<file path="src/rtl/baud_frac_gen.sv">
// Fractional baud-rate tick generator: emits oversample and bit ticks from a
// divisor of div_int + div_frac/2^FRAC_W system clocks per oversample tick.
// Optional feature macro: BAUD_FRAC_GEN_FRAC_EN enables the fractional
// accumulator; when undefined every period is exactly div_int clocks.
module baud_frac_gen #(
  parameter int unsigned CLK_FREQ   = 100000000,
  parameter int unsigned BAUD_RATE  = 115200,
  parameter int unsigned OVERSAMPLE = 16,
  parameter int unsigned DIV_W      = 16,
  parameter int unsigned FRAC_W     = 8,
  localparam int unsigned PH_W      = $clog2(OVERSAMPLE)
) (
  input  logic              i_clk,
  input  logic              i_rst,
  input  logic              i_enable,
  input  logic              i_cfg_load,
  input  logic [DIV_W-1:0]  i_div_int,
  input  logic [FRAC_W-1:0] i_div_frac,
  input  logic              i_resync,
  output logic              o_os_tick,
  output logic              o_bit_tick,
  output logic [PH_W-1:0]   o_phase,
  output logic              o_cfg_err
);

  localparam int unsigned CNT_W   = DIV_W + 1;
  localparam int unsigned RST_DIV = CLK_FREQ / (BAUD_RATE * OVERSAMPLE);

  // state registers
  logic [CNT_W-1:0]  cnt_q;
  logic [DIV_W-1:0]  shd_int_q;
  logic [DIV_W-1:0]  pend_int_q;
  logic              pend_vld_q;
  logic              pend_arm_q;
  logic              run_q;

  // next-state values
  logic [CNT_W-1:0]  cnt_d;
  logic [DIV_W-1:0]  shd_int_d;
  logic [DIV_W-1:0]  pend_int_d;
  logic              pend_vld_d;
  logic              pend_arm_d;
  logic              run_d;
  logic              os_tick_d;
  logic              bit_tick_d;
  logic [PH_W-1:0]   phase_d;
  logic              cfg_err_d;

  // datapath helpers
  logic              carry_c;
  logic [CNT_W-1:0]  period_len_c;
  logic [CNT_W-1:0]  cnt_inc_c;
  logic              period_end_c;
  logic              cfg_ok_c;
  logic              load_ok_c;
  logic              direct_load_c;

`ifdef BAUD_FRAC_GEN_FRAC_EN
  logic [FRAC_W-1:0] acc_q;
  logic [FRAC_W-1:0] acc_d;
  logic [FRAC_W-1:0] shd_frac_q;
  logic [FRAC_W-1:0] shd_frac_d;
  logic [FRAC_W-1:0] pend_frac_q;
  logic [FRAC_W-1:0] pend_frac_d;
  logic [FRAC_W:0]   acc_sum_c;

  // fractional accumulate: carry stretches the current period by one clock
  always_comb begin
    acc_sum_c = {1'b0, acc_q} + {1'b0, shd_frac_q};
    carry_c   = acc_sum_c[FRAC_W];
  end
`else
  logic unused_div_frac;

  // fractional input has no effect in the integer-only build
  assign unused_div_frac = ^i_div_frac;
  assign carry_c         = 1'b0;
`endif

  // period length and end-of-period detect against the active shadow divisor
  always_comb begin
    period_len_c  = CNT_W'(shd_int_q) + CNT_W'(carry_c);
    cnt_inc_c     = cnt_q + CNT_W'(1);
    period_end_c  = (cnt_inc_c >= period_len_c);
    cfg_ok_c      = (i_div_int >= DIV_W'(2));
    load_ok_c     = i_cfg_load && cfg_ok_c;
    // idle, first enabled edge, or restart: new divisor can take effect at once
    direct_load_c = !i_enable || !run_q || i_resync;
  end

  // next-state logic for counter, phase, ticks and divisor shadowing
  always_comb begin
    cnt_d      = cnt_q;
    shd_int_d  = shd_int_q;
    pend_int_d = pend_int_q;
    pend_vld_d = pend_vld_q;
    pend_arm_d = pend_arm_q;
    run_d      = i_enable;
    os_tick_d  = 1'b0;
    bit_tick_d = 1'b0;
    phase_d    = o_phase;
    cfg_err_d  = i_cfg_load && !cfg_ok_c;
`ifdef BAUD_FRAC_GEN_FRAC_EN
    acc_d       = acc_q;
    shd_frac_d  = shd_frac_q;
    pend_frac_d = pend_frac_q;
`endif

    // a pending load waits for the first tick after it before arming
    if (pend_vld_q && o_os_tick && i_enable) begin
      pend_arm_d = 1'b1;
    end

    if (!i_enable || i_resync) begin
      cnt_d   = '0;
      phase_d = '0;
`ifdef BAUD_FRAC_GEN_FRAC_EN
      acc_d   = '0;
`endif
    end else if (period_end_c) begin
      cnt_d      = '0;
      os_tick_d  = 1'b1;
      phase_d    = o_phase + PH_W'(1);
      bit_tick_d = (o_phase == PH_W'(OVERSAMPLE - 1));
`ifdef BAUD_FRAC_GEN_FRAC_EN
      acc_d      = acc_sum_c[FRAC_W-1:0];
`endif
      // armed pending divisor governs the period starting after this edge
      if (pend_vld_q && pend_arm_q) begin
        shd_int_d  = pend_int_q;
        pend_vld_d = 1'b0;
        pend_arm_d = 1'b0;
`ifdef BAUD_FRAC_GEN_FRAC_EN
        shd_frac_d = pend_frac_q;
`endif
      end
    end else begin
      cnt_d = cnt_inc_c;
    end

    // accepted loads either update the shadow now or queue as pending
    if (load_ok_c) begin
      if (direct_load_c) begin
        shd_int_d  = i_div_int;
        pend_vld_d = 1'b0;
        pend_arm_d = 1'b0;
`ifdef BAUD_FRAC_GEN_FRAC_EN
        shd_frac_d = i_div_frac;
`endif
      end else begin
        pend_int_d = i_div_int;
        pend_vld_d = 1'b1;
        pend_arm_d = 1'b0;
`ifdef BAUD_FRAC_GEN_FRAC_EN
        pend_frac_d = i_div_frac;
`endif
      end
    end
  end

  // state register with asynchronous reset
  always_ff @(posedge i_clk or posedge i_rst) begin
    if (i_rst) begin
      cnt_q      <= '0;
      shd_int_q  <= DIV_W'(RST_DIV);
      pend_int_q <= '0;
      pend_vld_q <= 1'b0;
      pend_arm_q <= 1'b0;
      run_q      <= 1'b0;
      o_os_tick  <= 1'b0;
      o_bit_tick <= 1'b0;
      o_phase    <= '0;
      o_cfg_err  <= 1'b0;
`ifdef BAUD_FRAC_GEN_FRAC_EN
      acc_q       <= '0;
      shd_frac_q  <= '0;
      pend_frac_q <= '0;
`endif
    end else begin
      cnt_q      <= cnt_d;
      shd_int_q  <= shd_int_d;
      pend_int_q <= pend_int_d;
      pend_vld_q <= pend_vld_d;
      pend_arm_q <= pend_arm_d;
      run_q      <= run_d;
      o_os_tick  <= os_tick_d;
      o_bit_tick <= bit_tick_d;
      o_phase    <= phase_d;
      o_cfg_err  <= cfg_err_d;
`ifdef BAUD_FRAC_GEN_FRAC_EN
      acc_q       <= acc_d;
      shd_frac_q  <= shd_frac_d;
      pend_frac_q <= pend_frac_d;
`endif
    end
  end

endmodule

</file>
<file path="config.mk">
export PLATFORM = sky130hd
export DESIGN_NAME = baud_frac_gen
export DESIGN_NICKNAME = d
export VERILOG_FILES = /design/src/rtl/baud_frac_gen.sv
export SDC_FILE = /design/constraint.sdc
export NUM_CORES = 1
export LEC_CHECK = 0
export BUFFER_PORTS_ARGS = -buffer_cell sky130_fd_sc_hd__buf_4
export CAP_MARGIN = 20
export CORE_MARGIN = 2
export CORE_UTILIZATION = 28
export DETAILED_ROUTE_END_ITERATION = 8
export GPL_TIMING_DRIVEN = 0
export PLACE_DENSITY_LB_ADDON = 0.12
export SLEW_MARGIN = 20
export SYNTH_ARGS = -nofsm -noshare
export SYNTH_HDL_FRONTEND = slang
export SYNTH_SLANG_ARGS = --single-unit
</file>
<file path="constraint.sdc">
create_clock -name i_clk -period 2.6 [get_ports i_clk]
set_input_delay 0.78 -clock i_clk [delete_from_list [all_inputs] [get_ports i_clk]]
set_output_delay 0.78 -clock i_clk [all_outputs]
set_load 0.1 [all_outputs]
</file>
Yosys cells after proc, flatten, opt, wreduce, memory -nomap -nowiden
Cells that the tools add are included.
{"block": "totals", "output_inout_bits": 7, "word_cells": 56, "latchBits": 0, "mem_bits_rw": 0, "ff_bits": 59, "input_bits": 29, "memories": 0, "rom_bits": 0}
{"block": "classes", "div_mod_pow": 0, "n_bitwise": 1, "shifts": 0, "eq_ne": 2, "n_lt_le_gt_ge": 2, "muxes": 23, "n_mul": 0, "reduce_logical": 16, "n_addsub": 2}
{"operator": "$mux 16", "n": 5}
{"operator": "$mux 17", "n": 2}
{"operator": "$add 17x1->17 const B", "n": 1}
{"operator": "$ge 17x16->1", "n": 1}
{"operator": "$ge 16x2->1 const B", "n": 1}
{"operator": "$mux 1", "n": 14}
{"operator": "$mux 4", "n": 2}
{"operator": "$reduce_bool 2->1", "n": 3}
{"operator": "$logic_and 1x1->1", "n": 5}
{"operator": "$add 4x1->4 const B", "n": 1}
{"operator": "$eq 4x4->1 const B", "n": 1}
{"operator": "$logic_not 1->1", "n": 3}
{"operator": "$logic_or 1x1->1", "n": 3}
{"operator": "$reduce_and 3->1", "n": 1}
{"operator": "$ne 2x2->1 const B", "n": 1}
{"operator": "$reduce_and 2->1", "n": 1}
{"operator": "$not 1->1", "n": 1}

Logic depth before layout (Yosys ltp)
Gate-level depths: netlist (run 1).
{"block": "depth", "ltp_word": 7, "mapped_depth": 15, "depth_no_buf": 13}

Least setup slack after synthesis (run 1)
OpenSTA, ideal clock, no wires.
{"block": "synth_path", "path_kind": "register to register", "start": "register cnt_q[0]", "end": "register shd_int_q[3]", "n_path_buf": 2, "period_less_slack_ns": 2.812, "stages_incl_launch_ff": 15, "arrival_ns": 2.671, "setup_ns": 0.142, "setup_slack_ns": -0.212, "required_ns": 2.458, "cell_sequence": "dfrtp_1 -> ha_1 -> nand2_1 -> nor2_1 -> nand3_1 -> nor2_1 -> xor2_1 -> ha_1 -> nand3_1 -> a2111oi_0 -> and4b_1 -> buf_6 -> clkbuf_1 -> o21ai_0 -> a31oi_1"}
{"block": "synth_via", "elab_chain_len": 6}
{"element": "start: declaration", "line_no": "30", "rtl": "logic [CNT_W-1:0] cnt_q;"}
{"element": "start signal: assignment", "line_no": "180", "rtl": "cnt_q <= cnt_d;"}
{"element": "$add 17x1->17 *", "line_no": "83", "rtl": "cnt_inc_c = cnt_q + CNT_W'(1);"}
{"element": "$ge 17x16->1 *", "line_no": "84", "rtl": "period_end_c = (cnt_inc_c >= period_len_c);"}
{"element": "$mux 16 *", "line_no": "120", "rtl": "end else if (period_end_c) begin"}
{"element": "$mux 16 *", "line_no": "114", "rtl": "if (!i_enable || i_resync) begin"}
{"element": "$mux 16", "line_no": "143", "rtl": "if (direct_load_c) begin"}
{"element": "$mux 16 *", "line_no": "142", "rtl": "if (load_ok_c) begin"}
{"element": "via shd_int_d[3]", "line_no": "39", "rtl": "logic [DIV_W-1:0] shd_int_d;"}
{"element": "end signal: assignment", "line_no": "165", "rtl": "shd_int_q <= DIV_W'(RST_DIV);"}
{"element": "end signal: assignment", "line_no": "181", "rtl": "shd_int_q <= shd_int_d;"}
{"element": "end: declaration", "line_no": "31", "rtl": "logic [DIV_W-1:0] shd_int_q;"}
The timed path passes the listed nets; every way through them passes the cells marked *.
A chain may end at the register's enable or synchronous reset.

Worst setup path after layout (run 1)
{"block": "layout_path", "start": "register cnt_q[0]", "end": "register o_phase[3]"}
{"block": "layout_via", "elab_chain_len": 3}
{"element": "$add 17x1->17", "line_no": "83"}
{"element": "$ge 17x16->1", "line_no": "84"}
{"element": "$reduce_bool 2->1 (no line)"}
{"element": "end signal: assignment", "line_no": "188", "rtl": "o_phase <= phase_d;"}
{"element": "end: declaration", "line_no": "22", "rtl": "output logic [PH_W-1:0] o_phase,"}
Every way passes these cells.

==> results.cfg, run 1 <==
[run_status]
run_status = complete, but fails checks
violations = setup timing

[drt]
avgViaCountPerCell = 4.79
route.detailed.drc = 0
routed_wl_mm = 8.08
via_count = 2418
ant_nets = 0
dr.pass1.iters = 4
drt_iter0_drc = 100
wl_per_cell_um = 16.0

[grt]
grt_use_total_pct = 15.4
grt_pass1_wl_mm = 13.6
grt_overflow_total = 0
antenna_found_initial = 0
grt_use_met3_pct = 2.77
grt_start_max_net_pins = 41
grt_pass1_vias = 2560
busiest_layer = met2
gr-usage-met1_pct = 20.8
grt.met2_usage_pct = 25.0

[sta]
finalHoldViolCount = 0
min_period_ps = 2860
whs_ps = 393
fmax_mhz = 350
worstMarginPinSlew_ps = 567
relSlewSlack_pct = 62.2
maxSlewViolCount = 0
layout_setup_ws_ps = -257
finalSetupViolCount = 40
finalClockSkew_ps = 12.6
period_share_pct = 110
rsz0062_at_grt = yes

[floorplanning]
core_area_um2 = 10700
die_h_um = 108
die-width_um = 108
start_util_pct = 28.4
ios = 36
rows = 38
dieArea_um2 = 11700

[worst_setup_path]
critPathMaxFanout = 9
critPathRequiredTime_ps = 2860
end_kind = register
crit_type = reg2reg
crit_arrival_ps = 3120
start_kind = register

[yosys]
ys_seq_area_share_pct = 48.6
syn_area_um2 = 3050
synth_nets = 351
yosysWarnings = 0
synth_edf_count = 0
synth_top_flop_cell = dfrtp_1
postSynth.asyncResetShare_pct = 100
postSynthAreaPerCell_um2 = 10.0
ys_seq_elements = 59
synth_cell_type_count = 38
postSynthCellCount = 304

[power]
leakage_nw = 1.91
power_per_cell_area_nw_per_um2 = 591
ir_worst_vdd_uv = 239

[layout]
antennaDiodeCount = 0
fin_nets = 407
final-instance-count-excl-fill = 505
syn_to_final_growth_pct = 33.9
drive_gt1_share_pct = 32.6
nFillCells = 1090

[placed_design]
place_hpwl_mm = 5.69
routabilityCongestion = 0.792
place_inst = 472
numPortBuffers = 27

[clock_tree]
clk_latency_ps = 340
htreeDepth = 3
cts.path.max_buffers = 2
cts_tree = built
cts_root_buffer = clkbuf_8
clkSinkCount = 59
cts.clk_slew.worst_paths_ps = 70
cts_buffers = 9
hold_buffers = 0

[worst_hold_path]
min_path_type = in2async

[flow_run]
cap_violations = 0
worst paths after layout:
check,slack [ps],cells past startpoint,from,end
setup / recovery,-260,12,cnt_q[0]$_DFF_PP0_,o_phase[3]$_DFFE_PP0P_
hold / removal,390,2,i_rst,cnt_q[3]$_DFF_PP0_
setup reg to reg,-260,12,cnt_q[0]$_DFF_PP0_,o_phase[3]$_DFFE_PP0P_
hold reg to reg,510,1,pend_int_q[8]$_DFFE_PP0P_,pend_int_q[8]$_DFFE_PP0P_
max in group asynchronous,1660,3,i_rst,shd_int_q[5]$_DFF_PP1_
min in group i_clk,510,1,pend_int_q[8]$_DFFE_PP0P_,pend_int_q[8]$_DFFE_PP0P_
registers in the layout, summed over array words and instances (netlist names):
name	cells
shd_int_q	16
o_phase	4
cnt_q	17
pend_int_q	16
o_cfg_err	1
pend_vld_q	1
pend_arm_q	1
o_bit_tick	1
o_os_tick	1
run_q	1
final cells by class:
type	instances	area [µm²]	share of cell area, %
plain buffers	15	119	2.91
inverters	18	70.1	1.72
clock buffers	10	138	3.37
well taps	140	175	4.29
clock inverters	6	113	2.76
repair buffers	45	384	9.41
flip-flops and latches	59	1490	36.5
multi-input cells	212	1590	39.1
placed cells by master, fill, tap and decap left out, types with 3 or more instances in the layout:
master,n
dfrtp_1,50
buf_4,40
nor2_1,22
nand3_1,21
and3_1,17
inv_1,17
ha_1,17
mux2_2,16
a31oi_1,16
o21ai_1,14
clkbuf_8,11
nand2_1,10
clkbuf_1,8
nand4_1,7
a21oi_1,7
xnor2_1,7
xor2_1,5
dfrtp_2,5
nor2b_1,4
o21ai_0,4
buf_6,4
dfstp_2,4
a21o_1,3
and4_1,3
nor2_2,3
bufinv_16,3
critical path, stage by stage (launching register included):
cell and delay (ps):
dfrtp_2 430, ha_4 190, nand2_4 70, nor2_4 110, nand2_1 100, xnor2_2 170
ha_1 300, nand4_1 180, a2111oi_4 380, and4b_1 240, buf_6 150, or3_1 340
a21oi_1 150
layer usage:
layer | up-vias | share of wire, % | wire, µm
li1 | 1200 | - | -
met1 | 1168 | 49 | 3940
met2 | 41 | 47 | 3780
met3 | 9 | 3.0 | 242
met4 | 0 | 1.4 | 113
met5 | - | 0 | 0
synthesized netlist by cell type (7+ instances only):
| cell type | instances | area [µm²] |
|---|---|---|
| a31oi_1 | 16 | 100 |
| nor2_1 | 27 | 101 |
| a21oi_1 | 9 | 45.0 |
| mux2_2 | 16 | 180 |
| nand4_1 | 7 | 43.8 |
| o21ai_0 | 20 | 100 |
| ha_1 | 18 | 225 |
| clkbuf_1 | 11 | 41.3 |
| nand3_1 | 24 | 120 |
| and3_1 | 17 | 106 |
| inv_1 | 18 | 67.6 |
| xor2_1 | 7 | 61.3 |
| xnor2_1 | 9 | 78.8 |
| dfrtp_1 | 55 | 1380 |
| nand2_1 | 12 | 45.0 |
where the power goes:
part / internal (mW) / leakage (nW) / switching (mW)
Clock: 0.665 / 0.126 / 0.399
Combinational: 0.139 / 1.06 / 0.154
Sequential: 1.01 / 0.730 / 0.0479
cell families after synthesis:
logic type,synth area share (%)
other cells,0.123
buf+inv,4.39
fa+ha+maj,7.39
xor+xnor,4.60
mux,5.91
compound gates,10.3
simple gates,18.6
flops,48.6
through the flow:
stage / area (µm²) / setup TNS (ps) / setup slack, ps / util, % / power, mW
global placement: 3480 / -53230 / -628 / 32.4 / 1.33
CTS: 4020 / -5130 / -197 / 37.4 / 2.43
detailed placement: 3510 / -18620 / -581 / 32.7 / 1.34
global route: 4080 / -12930 / -417 / 38.0 / 2.52
finish: 4080 / -6770 / -257 / 38.0 / 2.41
floorplan: 3100 / 0 / 1.56 / - / 1.23
repair_timing:
item                                    in CTS  in global routing
pin swaps                                   16                  3
cloned                                       2                  0
endpoints found under the setup margin      40                 49
setup buffers                               14                  1
gates resized for setup                     42                 11
hold endpoints to repair                     0                  0
No activity file was read; power rests on OpenSTA's default activity.
==> run 2, diff against run 1 <==
Settings changed: ABC_AREA set to 1.
==> run 2 against run 1 <==
Effect of this change:
- the flow still finishes with violations (setup timing)
- clock skew down 4.9 ps
- first-iteration DRC count is 27% lower
- die area grew 13%
==> results.cfg, run 2 <==
[sta]
layout_setup_ws_ps = -550
finalClockSkew_ps = 7.69
worstMarginPinSlew_ps = 562
period_share_pct = 121
finalHoldViolCount = 0
whs_ps = 390
fmax_mhz = 317
rsz0062_at_grt = yes
min_period_ps = 3150
relSlewSlack_pct = 62.5
finalSetupViolCount = 40
maxSlewViolCount = 0

[drt]
met2WireLength_mm = 4.64
route.detailed.drc = 0
dr.pass1.iters = 4
wl_met3_um = 186
top_layer = met4
wl_per_cell_um = 13.7
via_count = 3040
avgViaCountPerCell = 4.47
ant_nets = 0
drt_iter0_drc = 73
routed_wl_mm = 9.32
drt-met1-wl_mm = 4.33

[layout]
top_regs = cnt_q x17, pend_int_q x16, shd_int_q x16
syn_to_final_growth_pct = 44.5
largest-register = cnt_q
largest_register_ffs = 17
drive_gt1_share_pct = 33.4
layout_commonest_cell = nand2_1
final_cell_mix = 129 x nand2_1, 56 x inv_1, 55 x dfrtp_1
fin_nets = 575
antennaDiodeCount = 0

[power]
switching_share_pct = 25.5
p_switching_uw = 732
seqPwrFrac_pct = 36.4
combPwrFrac_pct = 15.5
p_int_mw = 2.14
clkPwrFrac_pct = 48.1
ir_worst_vdd_uv = 270
power_per_cell_area_nw_per_um2 = 576
leakage_nw = 2.53

[yosys]
synth_common_cells = 153 x nand2_1, 61 x inv_1, 57 x nand3_1
synth_most_common_cell = nand2_1
synth.area.top_cells = dfrtp_1 40%, nand2_1 17%, nand3_1 8.3%
yosysWarnings = 0
synth_top_area_share_pct = 39.8
yosysTopAreaCell = dfrtp_1
synth_top_flop_cell = dfrtp_1
syn_area_um2 = 3460
synth_edf_count = 0
postSynthAreaPerCell_um2 = 7.46
postSynthCellCount = 463
ys_seq_elements = 59
postSynth.asyncResetShare_pct = 100
ys_seq_area_share_pct = 42.9
synth_nets = 510
synth_cell_type_count = 35

[placed_design]
place_hpwl_mm = 6.47
numPortBuffers = 27
post-place-ws_ps = -814
routabilityCongestion = 0.745

[worst_setup_path]
r2r_cells = 29
critPathRequiredTime_ps = 2870
crit_top_cell = nand2_2
start_kind = register
crit_type = reg2reg
end_kind = register
r2r_slack_ps = -550
crit_arrival_ps = 3420
critPathMaxFanout = 5
crit_slowest_cell = dfrtp_1
critPathMaxStageDelay_ps = 350
rr_endpoint = shd_int_q[15]$_DFF_PP0_
reg2reg_from = cnt_q[0]$_DFF_PP0_

[floorplanning]
start_util_pct = 28.8
core_area_um2 = 12000
die_h_um = 115
die-width_um = 115
ios = 36
dieArea_um2 = 13200
rows = 40

[clock_tree]
cts_tree = built
cts.clk_slew.worst_paths_ps = 50
hold_buffers = 0
clk_latency_ps = 330
cts.path.max_buffers = 2
cts_root_buffer = clkbuf_16
htreeDepth = 3
cts_buffers = 9
clkSinkCount = 59

[run_status]
violations = setup timing
run_status = complete, but fails checks

[grt]
grt_overflow_total = 0
antenna_found_initial = 0
grt_start_max_net_pins = 45
grt_pass1_vias = 3113
grt_pass1_wl_mm = 15.6
grt_use_total_pct = 15.3

[worst_hold_path]
min_path_type = in2async

[flow_run]
cap_violations = 0
-- run 2: cells by family (layout without fill, tap and decap cells) --
logic type                 count (synthesis)  count (layout)  synth area share [%]
other                                      1               1                 0.109
buffers and inverters                     79             149                  9.56
adders and majority gates                 18              18                  6.52
and+or+nand+nor                          268             268                  34.1
AOI/OAI and AO/OA                         27              27                  4.02
xor gates and xnor gates                  11              11                  2.79
DFF                                       59              59                  42.9
-- run 2: routing by layer --
layer  up-vias  track usage (%)
li1       1585                -
met1      1410             19.6
met2        33             25.8
met3        12             2.69
met4         0             5.94
met5         -                0
-- run 2: how the worst max path moves through the flow --
stage,startpoint,end,slack [ps],cells past startpoint
2_1_floorplan,cnt_q[0]$_DFF_PP0_,shd_int_q[10]$_DFF_PP0_,-300,23
3_3_place_gp,cnt_q[0]$_DFF_PP0_,cnt_q[8]$_DFF_PP0_,-780,23
3_5_place_dp,cnt_q[0]$_DFF_PP0_,cnt_q[8]$_DFF_PP0_,-810,23
4_1_cts,cnt_q[0]$_DFF_PP0_,shd_int_q[15]$_DFF_PP0_,-640,25
5_1_grt,cnt_q[0]$_DFF_PP0_,shd_int_q[15]$_DFF_PP0_,-810,29
6_report,cnt_q[0]$_DFF_PP0_,shd_int_q[15]$_DFF_PP0_,-550,29
-- run 2: power groups by stage --
stage	clock network (mW)	logic [mW]	registers, mW
2_1_floorplan	0	0.233	1.06
3_3_place_gp	0	0.342	1.06
3_5_place_dp	0	0.355	1.06
4_1_cts	1.40	0.419	1.05
5_1_grt	1.45	0.506	1.06
6_report	1.38	0.445	1.05
-- run 2: final cells by class --
class                           count  area (µm²)
Buffer                             12        85.1
Clock buffer                       12         246
Clock inverter                      4        97.6
Fill cell                        1222        7020
Inverter                           66         264
Multi-Input combinational cell    325        2120
Sequential cell                    59        1480
Tap cell                          147         184
Timing Repair Buffer               55         515
-- run 2: what timing repair did --
action,in CTS,in global routing
resized for setup,68,57
pin swaps,25,31
setup endpoints to repair,40,40
gates cloned,3,0
setup buffers,21,3
-- run 2: critical path, delay by kind of cell, from the launching register on --
family                     cells  cell delay, ps
AOI/OAI and AO/OA              1              50
xor gates and xnor gates       1             170
adders and majority gates      2             460
buffers and inverters          7             670
DFF                            1             350
and+or+nand+nor               18            1390
-- run 2: metrics by stage --
stage | util (%) | total power [mW] | instances | setup TNS (ps) | instance area [µm²]
finish | 41.6 | 2.87 | 680 | -19750 | 4990
CTS | 39.3 | 2.87 | 677 | -23600 | 4730
global route | 41.6 | 3.02 | 680 | -29730 | 4990
floorplan | - | 1.29 | 463 | -10010 | 3470
detailed placement | 32.4 | 1.42 | 638 | -32450 | 3890
global placement | 32.1 | 1.40 | 637 | -65360 | 3860
==> run 3, diff against run 2 <==
Clock period 2.6 ns to 2.95 ns, I/O delays scaled along.
==> run 3 against run 2 <==
Effect of this change:
- the flow still finishes with violations (setup timing)
- clock power is 12% lower
- combinational power is 13% lower
- routed wire length is 2.7% lower
- cell count is 0.29% higher
- clock skew is 0.75 ps higher
- critical path type unchanged
==> results.cfg, run 3 (synthesized netlist as in run 2, its figures left out) <==
[power]
ir_worst_vdd_uv = 205
power.total_mw = 2.53
leakage_nw = 2.53
power_per_cell_area_nw_per_um2 = 513

[worst_setup_path]
start_kind = register
crit_arrival_ps = 3350
end_kind = register
critPathRequiredTime_ps = 3220
crit_type = reg2reg
rr_endpoint = shd_int_q[12]$_DFF_PP0_
reg2reg_from = cnt_q[1]$_DFF_PP0_
r2r_cells = 25
r2r_slack_ps = -130
critPathMaxFanout = 6

[floorplanning]
die-width_um = 115
ios = 36
rows = 40
dieArea_um2 = 13200
start_util_pct = 28.8
core_area_um2 = 12000
die_h_um = 115

[placed_design]
place_inst = 638
numPortBuffers = 27
place_area_um2 = 3880
place_hpwl_mm = 6.40
post-place-ws_ps = -515
routabilityCongestion = 0.750

[sta]
rsz0062_at_grt = yes
period_share_pct = 104
worstMarginPinSlew_ps = 559
setup_tns_ps = -3120
fmax_mhz = 325
finalSetupViolCount = 39
maxSlewViolCount = 0
layout_setup_ws_ps = -128
relSlewSlack_pct = 62.7
finalClockSkew_ps = 8.43
min_period_ps = 3080
finalHoldViolCount = 0
whs_ps = 469

[flow_run]
cap_violations = 0

[grt]
grt_pass1_vias = 2971
grt_use_total_pct = 14.3
antenna_found_initial = 0
grt_overflow_total = 0
grt_start_max_net_pins = 45
grt_pass1_wl_mm = 14.5

[worst_hold_path]
min_to = pend_int_q[14]$_DFFE_PP0P_
min_path_type = reg2reg
hold_start = pend_int_q[14]$_DFFE_PP0P_
hold_path_depth = 2

[clock_tree]
cts_tree = built
cts.path.max_buffers = 2
hold_buffers = 0
htreeDepth = 3
clk_latency_ps = 330
cts_buffers = 9
cts.clk_slew.worst_paths_ps = 50
cts_root_buffer = clkbuf_16
clkSinkCount = 59

[layout]
layout_commonest_cell = nand2_1
top_regs = cnt_q x17, pend_int_q x16, shd_int_q x16
final_cell_mix = 127 x nand2_1, 56 x inv_1, 55 x dfrtp_1
fin_area_um2 = 4930
drive_gt1_share_pct = 33.1
final_core_util_pct = 41.0
largest_register_ffs = 17
nFillCells = 1231
fin_nets = 577
antennaDiodeCount = 0
syn_to_final_growth_pct = 42.5
largest-register = cnt_q
final-instance-count-excl-fill = 682

[drt]
dr.pass1.iters = 4
wl_per_cell_um = 13.3
via_count = 3050
route.detailed.drc = 0
ant_nets = 0
avgViaCountPerCell = 4.47
drt_iter0_drc = 84
routed_wl_mm = 9.07

[run_status]
run_status = complete, but fails checks
violations = setup timing
-- run 3: how the worst max path moves through the flow --
| stage | startpoint | cells after the start | endpoint |
|---|---|---|---|
| 2_1_floorplan | cnt_q[0]$_DFF_PP0_ | 23 | shd_int_q[10]$_DFF_PP0_ |
| 3_3_place_gp | cnt_q[0]$_DFF_PP0_ | 27 | shd_int_q[11]$_DFF_PP0_ |
| 3_5_place_dp | cnt_q[0]$_DFF_PP0_ | 27 | shd_int_q[15]$_DFF_PP0_ |
| 4_1_cts | cnt_q[0]$_DFF_PP0_ | 24 | shd_int_q[13]$_DFF_PP0_ |
| 5_1_grt | cnt_q[1]$_DFF_PP0_ | 27 | cnt_q[2]$_DFF_PP0_ |
| 6_report | cnt_q[1]$_DFF_PP0_ | 25 | shd_int_q[12]$_DFF_PP0_ |
-- run 3: final cells by class --
type / count / area [µm²] / share of cell area, %
Timing Repair Buffer: 56 / 484 / 9.83
Inverter: 66 / 260 / 5.28
Buffer: 13 / 98.8 / 2.01
Multi-Input combinational cell: 325 / 2070 / 42.1
Sequential cell: 59 / 1480 / 30.1
Clock inverter: 4 / 97.6 / 1.98
Clock buffer: 12 / 246 / 5.00
Tap cell: 147 / 184 / 3.73
-- run 3: layer usage --
layer  wire length, µm  track usage, %
met1              4270            18.2
met2              4470            24.2
met3               209            3.00
met4               118            4.58
met5                 0               0
-- run 3: critical path: stages (launching register included) --
cell and delay, ps:
dfrtp_1 350, ha_2 200, nand2_2 60, inv_2 70, nand2_4 50, nor2_4 90
inv_2 50, nor2_4 110, nand3_4 90, nor2_4 100, buf_4 120, nand3_2 70
xor2_2 190, inv_2 70, ha_4 280, nand2_4 50, nor2_1 90, nand4_1 100
nor4_2 180, nor2_2 100, nand2_8 140, nand2_8 90, clkbuf_16 190, nand2_4 50
nand3_2 50, nand2_1 70
-- run 3: what timing repair did --
item | in CTS | in global routing
resized for setup | 52 | 61
gates cloned | 1 | 1
buffers inserted | 19 | 7
setup endpoints to repair | 40 | 40
pin swaps | 18 | 25
endpoints found under the hold margin | 0 | 0
-- run 3: power breakdown --
part           switching (mW)  internal (mW)
clock                   0.370          0.848
combinational           0.238          0.148
sequential             0.0354          0.888
total                   0.644           1.88
